## src/rtl/pp_block_buffer.sv

```systemverilog
// Ping-pong block buffer: streaming writer fills one bank while the consumer reads the other.
// Define PPB_ADDR_CHECK_EN to build the out-of-range read guard and the sticky err flag.
module pp_block_buffer #(
    parameter int DATA_W    = 1,
    parameter int BLOCK_LEN = 192,
    parameter int ADDR_W    = 9
) (
    input  logic              clk,
    input  logic              reset,
    input  logic              in_valid,
    input  logic [DATA_W-1:0] in_data,
    output logic              in_ready,
    output logic              blk_avail,
    input  logic              rd_en,
    input  logic [ADDR_W-1:0] rd_addr,
    output logic [DATA_W-1:0] rd_data,
    output logic              rd_valid,
    input  logic              blk_release,
    output logic              err
);

    localparam int CNT_W = (BLOCK_LEN > 2) ? $clog2(BLOCK_LEN) : 1;
    localparam logic [CNT_W-1:0] LAST_IDX = CNT_W'(BLOCK_LEN - 1);

    logic [DATA_W-1:0] mem0 [BLOCK_LEN];
    logic [DATA_W-1:0] mem1 [BLOCK_LEN];

    // state bit per bank: 1 = FULL, 0 = EMPTY
    logic [1:0]        state_q, state_d;
    logic              wr_bank_q, wr_bank_d;
    logic              rd_bank_q, rd_bank_d;
    logic [CNT_W-1:0]  wr_cnt_q, wr_cnt_d;
    logic [DATA_W-1:0] rd_data_q, rd_data_d;
    logic              rd_valid_q, rd_valid_d;

    logic              accept;
    logic              rd_ok;
    logic              rel_ok;
    logic [CNT_W-1:0]  rd_idx;
    logic [DATA_W-1:0] rd_word;

    assign in_ready  = ~state_q[wr_bank_q];
    assign blk_avail = state_q[rd_bank_q];
    assign accept    = in_valid && in_ready;
    assign rd_ok     = rd_en && blk_avail;
    assign rel_ok    = blk_release && blk_avail;
    assign rd_idx    = CNT_W'(rd_addr);
    assign rd_word   = rd_bank_q ? mem1[rd_idx] : mem0[rd_idx];

`ifdef PPB_ADDR_CHECK_EN
    logic err_q, err_d;
    logic addr_bad;
    assign addr_bad = (ADDR_W+1)'(rd_addr) >= (ADDR_W+1)'(BLOCK_LEN);
    assign err      = err_q;
`else
    assign err      = 1'b0;
`endif

    always_comb begin
        state_d    = state_q;
        wr_bank_d  = wr_bank_q;
        wr_cnt_d   = wr_cnt_q;
        rd_bank_d  = rd_bank_q;
        rd_data_d  = rd_data_q;
        rd_valid_d = rd_ok;
        if (accept) begin
            if (wr_cnt_q == LAST_IDX) begin
                state_d[wr_bank_q] = 1'b1;
                wr_cnt_d           = '0;
                wr_bank_d          = ~wr_bank_q;
            end else begin
                wr_cnt_d = wr_cnt_q + CNT_W'(1);
            end
        end
        // write bank is never FULL, so this never collides with the completion above
        if (rel_ok) begin
            state_d[rd_bank_q] = 1'b0;
            rd_bank_d          = ~rd_bank_q;
        end
        if (rd_ok) begin
            rd_data_d = rd_word;
        end
`ifdef PPB_ADDR_CHECK_EN
        err_d = err_q;
        if (rd_ok && addr_bad) begin
            rd_data_d = '0;
            err_d     = 1'b1;
        end
        if ((rd_en || blk_release) && !blk_avail) begin
            err_d = 1'b1;
        end
`endif
    end

    always_ff @(posedge clk) begin
        if (reset) begin
            state_q    <= '0;
            wr_bank_q  <= 1'b0;
            rd_bank_q  <= 1'b0;
            wr_cnt_q   <= '0;
            rd_data_q  <= '0;
            rd_valid_q <= 1'b0;
        end else begin
            state_q    <= state_d;
            wr_bank_q  <= wr_bank_d;
            rd_bank_q  <= rd_bank_d;
            wr_cnt_q   <= wr_cnt_d;
            rd_data_q  <= rd_data_d;
            rd_valid_q <= rd_valid_d;
        end
    end

`ifdef PPB_ADDR_CHECK_EN
    always_ff @(posedge clk) begin
        if (reset) begin
            err_q <= 1'b0;
        end else begin
            err_q <= err_d;
        end
    end
`endif

    // storage is deliberately left uncleared by reset
    always_ff @(posedge clk) begin
        if (accept && !reset) begin
            if (wr_bank_q) begin
                mem1[wr_cnt_q] <= in_data;
            end else begin
                mem0[wr_cnt_q] <= in_data;
            end
        end
    end

    assign rd_data  = rd_data_q;
    assign rd_valid = rd_valid_q;

endmodule

```

## config.mk

```make
export PLATFORM = sky130hd
export DESIGN_NAME = pp_block_buffer
export DESIGN_NICKNAME = d
export VERILOG_FILES = /design/src/rtl/pp_block_buffer.sv
export SDC_FILE = /design/constraint.sdc
export NUM_CORES = 1
export LEC_CHECK = 0
export ABC_AREA = 1
export CAP_MARGIN = 5
export CORE_ASPECT_RATIO = 0.8
export CORE_MARGIN = 2
export CORE_UTILIZATION = 50
export CTS_CLUSTER_DIAMETER = 120
export DETAILED_ROUTE_END_ITERATION = 8
export GPL_TIMING_DRIVEN = 1
export HOLD_SLACK_MARGIN = 0.03
export PLACE_DENSITY_LB_ADDON = 0.3
export REMOVE_ABC_BUFFERS = 1
export SLEW_MARGIN = 20
export SYNTH_ARGS = -nofsm -noshare
export SYNTH_HDL_FRONTEND = slang
export SYNTH_SLANG_ARGS = --single-unit
```

## constraint.sdc

```tcl
create_clock -name clk -period 2.3 [get_ports clk]
set_clock_uncertainty 0.15 [all_clocks]
set_input_delay 0.345 -clock clk [delete_from_list [all_inputs] [get_ports clk]]
set_output_delay 0.345 -clock clk [all_outputs]
set_load 0.1 [all_outputs]
```

# --- Yosys cells after proc, flatten, opt, wreduce, memory -nomap -nowiden ---
# Memories as Yosys holds them, arrays and structs flattened.
# Cells that the tools add are included.
# Widths: inputs -> output; s select.
totals:
  ff_bits: 14
  ram_bits: 384
  input_bits: 15
  output_inout_bits: 5
  word_cells: 47
  memories: 2
memory_table:
  columns: ["memory", "depth", "width", "rd", "rd_ports_with_merged_regs", "wr", "line", "source"]
  rows:
  - ["mem0", 192, 1, 1, 0, 1, "25", "logic [DATA_W-1:0] mem0 [BLOCK_LEN];"]
  - ["mem1", 192, 1, 1, 0, 1, "26", "logic [DATA_W-1:0] mem1 [BLOCK_LEN];"]
classes:
  n_addsub: 1
  order_cmp: 4
  eq_ne: 1
  mux: 19
  bitwise: 6
  n_reduce_logical: 8
ops:
  columns: ["op", "n"]
  rows:
  - ["$mux 1", 13]
  - ["$add 8x1->8 const B", 1]
  - ["$eq 8x8->1 const B", 1]
  - ["$mux 8", 1]
  - ["$logic_and 1x1->1", 6]
  - ["$mux 2", 3]
  - ["$lt 1x2->1 const B", 2]
  - ["$not 1->1", 3]
  - ["$and 2x2->2", 1]
  - ["$demux 1 s1", 2]
  - ["$ge 1x1->1 const B", 2]
  - ["$not 2->2", 1]
  - ["$or 2x2->2", 1]
  - ["$reduce_and 2->1", 1]
  - ["$logic_not 1->1", 1]

# --- Longest topological paths before layout ---
logic_depth:
  word_depth: 9
  depth_mapped: 15
  mapped_depth_nobuf: 13

# --- Worst setup path after synthesis ---
# Ideal clock, no wire load.
synth_path:
  path_kind: "register to register"
  start: "reg wr_bank_q"
  end: "mem mem0[21], enable pin"
  setup_ps: 312
  arrival_ps: 2997
  required_ps: 1838
  path_slack_ps: -1159
  path_stages_with_launch: 8
  n_path_buf: 2
  synth_period_minus_slack_ps: 3459
  cell_sequence: "dfxtp_1 o21ai_1 nand2_1 inv_2 nand3_1 clkbuf_1 buf_2 nor3_1"
synth_between:
  elab_chain_len: 7
  elab_cells_between_ends: 8
  cone_classes: "mux: 5; bitwise: 1; reduce/logical: 2"
synth_lines:
  columns: ["item", "line", "source"]
  rows:
  - ["start, declared", "30", "logic wr_bank_q, wr_bank_d;"]
  - ["start signal, assigned", "105", "wr_bank_q <= wr_bank_d;"]
  - ["$mux 1 (not written as such) (2 in a row)", "42", "assign in_ready = ~state_q[wr_bank_q];"]
  - ["$not 1->1", "42", null]
  - ["via in_ready", "12", "output logic in_ready,"]
  - ["$logic_and 1x1->1", "44", "assign accept = in_valid && in_ready;"]
  - ["$logic_and 1x1->1", "125", "if (accept && !reset) begin"]
  - ["$mux 1", "125", null]
  - ["$mux 1 (not written as such)", "129", "mem0[wr_cnt_q] <= in_data;"]
  - ["end, declared", "25", null]
# The timed path passes the listed nets, and every way through them passes these cells. The select of a mux whose other input is x is not followed.

# --- Final worst setup path ---
layout_path:
  start: "reg wr_cnt_q[0]"
  end: "reg wr_cnt_q[6]"
layout_between:
  elab_chain_len: 2
  elab_cells_between_ends: 3
  cone_classes: "add/sub: 1; eq/ne: 1; mux: 1"
layout_lines:
  columns: ["item", "line", "source"]
  rows:
  - ["start, declared", "32", "logic [CNT_W-1:0] wr_cnt_q, wr_cnt_d;"]
  - ["start signal, assigned", "107", "wr_cnt_q <= wr_cnt_d;"]
  - ["$add 8x1->8 / $eq 8x8->1 (equally long branches)", "72, 67", null]
  - ["$mux 8 *", "67", "if (wr_cnt_q == LAST_IDX) begin"]
# Every way passes the cells marked *; elsewhere a longest branch is shown, timed or not.
# A chain may end at the register's enable or synchronous reset.

==> results.tsv <==
stage	metric	value	unit
logic_synthesis	seq_area_frac_synth	63.6	%
timing	whs	224	ps
status	status	finished clean	
routing	met3RoutedLength	5010	um
hold_path	min_to	mem0[160]	
routing	drt-total-wl	50000	um
routing	wl_met2	22400	um
place	hpwl	28700	um
logic_synthesis	synth_edf_count	384	
clock_tree	cts_resized	0	
worst_setup_path	path_cells	ha_2 > inv_1 > nor2_1 > clkinv_1 > buf_4 > nor3_1 > nand2_1 > a21oi_1 > nor2_1	
cells_and_area	fin_cells	2362	
cells_and_area	drive_above_1_share	9.01	%
logic_synthesis	synthFlopType	edfxtp_1	
logic_synthesis	ys_ff_latch	398	
power_and_ir_drop	cellPowerDensity	725	nW/um^2
worst_setup_path	crit_type	register to register	
floorplan	die_w	220	um
worst_setup_path	r2r-start	wr_cnt_q[0]	
hold_path	min_path_cells	1	
worst_setup_path	critPathBufInv	3	
clock_tree	clk_latency	540	ps
routing	vias	14300	
worst_setup_path	crit_path_start	wr_cnt_q[0]	
clock_tree	clkTransAtPathRegs	60	ps
routing	routedWlPerCell	21.2	um
grt	grt_usage	26.2	%
floorplan	num_rows	63	
worst_setup_path	critPathLaunchType	register	
floorplan	start_util	50.5	%
power_and_ir_drop	total_power	15.1	mW
worst_setup_path	cpMostUsedCell	nor2_1	
timing	finalHoldViolCount	0	
worst_setup_path	path_delay_family	simple AND/OR/NAND/NOR gates	
clock_tree	cts.htree.levels	2	
clock_tree	tritoncts	yes	
timing	maxSlewHeadroom	65.8	%
floorplan	core	36800	um^2
floorplan	die_area	38700	um^2
logic_synthesis	yosysMostFrequentCell	nand2_1	
logic_synthesis	synth_top_area_share	62.1	%
logic_synthesis	syn-cell-area	18600	um^2
hold_path	hold_class	primary input to register	
routing	viasPerCell	6.07	
hold_path	hp-start	in_data	
grt	grt-ovfl-total	0	
grt	grt_max_degree	91	
cells_and_area	area_growth	12.1	%
logic_synthesis	syn_area_per_cell	9.92	um^2
timing	drv_slew	0	
floorplan	die_y	176	um
worst_setup_path	rrSetupSlack	230	ps
grt	grt_pass1_wl	77900	um
timing	fmax	484	MHz
clock_tree	cts.path.max_buffers	3	
worst_setup_path	worstPathRequired	2580	ps
cells_and_area	diodes	0	
clock_tree	cts_buffers	40	
cells_and_area	nets	1862	
routing	wl_met1	21100	um
timing	min_period	2070	ps
worst_setup_path	r2r_end	wr_cnt_q[6]	
routing	dr.max_layer_used	met4	
logic_synthesis	synth.distinct_cells	28	
logic_synthesis	yosys-top-cells-area	edfxtp_1 (62%), nor3_1 (10%), nand2_1 (8.6%), nand3_1 (8.4%), buf_2 (2.0%)	
worst_setup_path	arrival	2350	ps
logic_synthesis	synth_top_cells_by_count	nand2_1 (424), nor3_1 (387), edfxtp_1 (384)	
worst_setup_path	r2r_cells	9	
logic_synthesis	yosysWarnings	0	
routing	drc	0	
place	io_buffers	17	
logic_synthesis	yosysTopAreaCell	edfxtp_1	
grt	antenna_found_initial	0	
floorplan	pin_count	20	
worst_setup_path	end_kind	register	
power_and_ir_drop	peakVddDrop	0.000474	V
logic_synthesis	synth_async_sr_flop_share	0	%
clock_tree	cts_setup_buffers	0	
clock_tree	clock_sinks	398	
routing	drt_first_pass_iters	5	
timing	worstMarginPinSlew	513	ps
worst_setup_path	crit_slowest_cell	dfxtp_1	
timing	setup_viol	0	
timing	post-route-period-util	89.8	%
worst_setup_path	path_max_fanout	12	
worst_setup_path	cpPeakStageDelay	400	ps
timing	rsz0062_at_grt	no	
place	routabilityCongestion	0.858	
place	placedCellCount	2288	
routing	drt_iter0_drc	1927	
clock_tree	cts.hold.buffers_added	0	
run	drv_cap	0	
routing	ant_nets	0	
clock_tree	clock-root-buffer	clkbuf_16	
grt	grt_pass1_vias	13400	
power_and_ir_drop	p_leak	6.78	nW
logic_synthesis	syn_inst	1873	
## cells by family (layout without fill, tap and decap cells)
kind of cell	Yosys count	in the layout	share of synthesized area [%]
simple gates	1171	1171	28.4
flops	398	398	63.6
buf+inv	221	223	5.39
compound gates	78	78	2.36
fa+ha+maj	4	4	0.269
other cells	1	1	0.0202
## area by class of cell
| type | count | area [um^2] |
|---|---|---|
| repair buffers | 120 | 1310 |
| clock inverters | 27 | 148 |
| flip-flops and latches | 398 | 11800 |
| multi-input cells | 1254 | 5800 |
| inverters | 29 | 114 |
| clock buffers | 47 | 1050 |
| well taps | 487 | 609 |
| fillers | 3127 | 16000 |
## cells in the final DEF, fill, tap and decap left out, types with 2 or more instances in the layout
cell type        netlist  routed
nor3_1               387     387
edfxtp_1             384     384
clkdlybuf4s50_1        0       9
clkinv_2               0       5
clkinv_1               2      20
ha_1                   4       3
o21ai_1                2       2
o31ai_1               13      13
inv_2                  4       3
a21oi_1               37      37
clkbuf_1              92       6
nand3_4                0       2
nor2_1                47      47
buf_12                 0      30
clkbuf_16              0      41
nand2_1              424     424
dfxtp_1               14      14
inv_1                 23      23
o21ai_0               20      20
buf_4                 19      78
nand3_1              311     309
inv_6                  0       3
## how the worst max path moves through the flow
stage                       end  slack, ps  cells past startpoint
finish              wr_cnt_q[6]        230                      9
global route        wr_cnt_q[6]         50                      9
CTS                 wr_cnt_q[6]        220                      9
detailed placement      rd_data        -30                     11
global placement        rd_data        -60                     11
floorplan               mem0[0]      -4580                      5
## state kept, by name, indices dropped and copies added (netlist names)
name	count
mem0	192
mem1	192
rd_bank_q	1
rd_data	1
rd_valid	1
state_q	2
wr_bank_q	1
wr_cnt_q	8
## stage by stage
step	setup WS (ps)	setup TNS [ps]	instance area [um^2]	util [%]
CTS	222	0	20800	56.6
floorplan	-4580	-1769200	17700	-
detailed placement	-31.4	-78.0	19600	53.3
global placement	-55.3	-55.3	19600	53.3
global route	49.7	0	20800	56.6
finish	235	0	20800	56.6
## routing by layer
metal	track usage (%)	vias up
met3	5.29	108
met5	0	-
met2	39.6	718
met1	38.2	6901
li1	-	6612
met4	8.00	0
## where the power goes
group	switching, mW	leakage, nW	internal (mW)
registers	0.00432	3.56	7.94
logic	0.768	2.64	0.324
clock network	2.70	0.583	3.37
No activity file was read; power rests on OpenSTA's default activity.
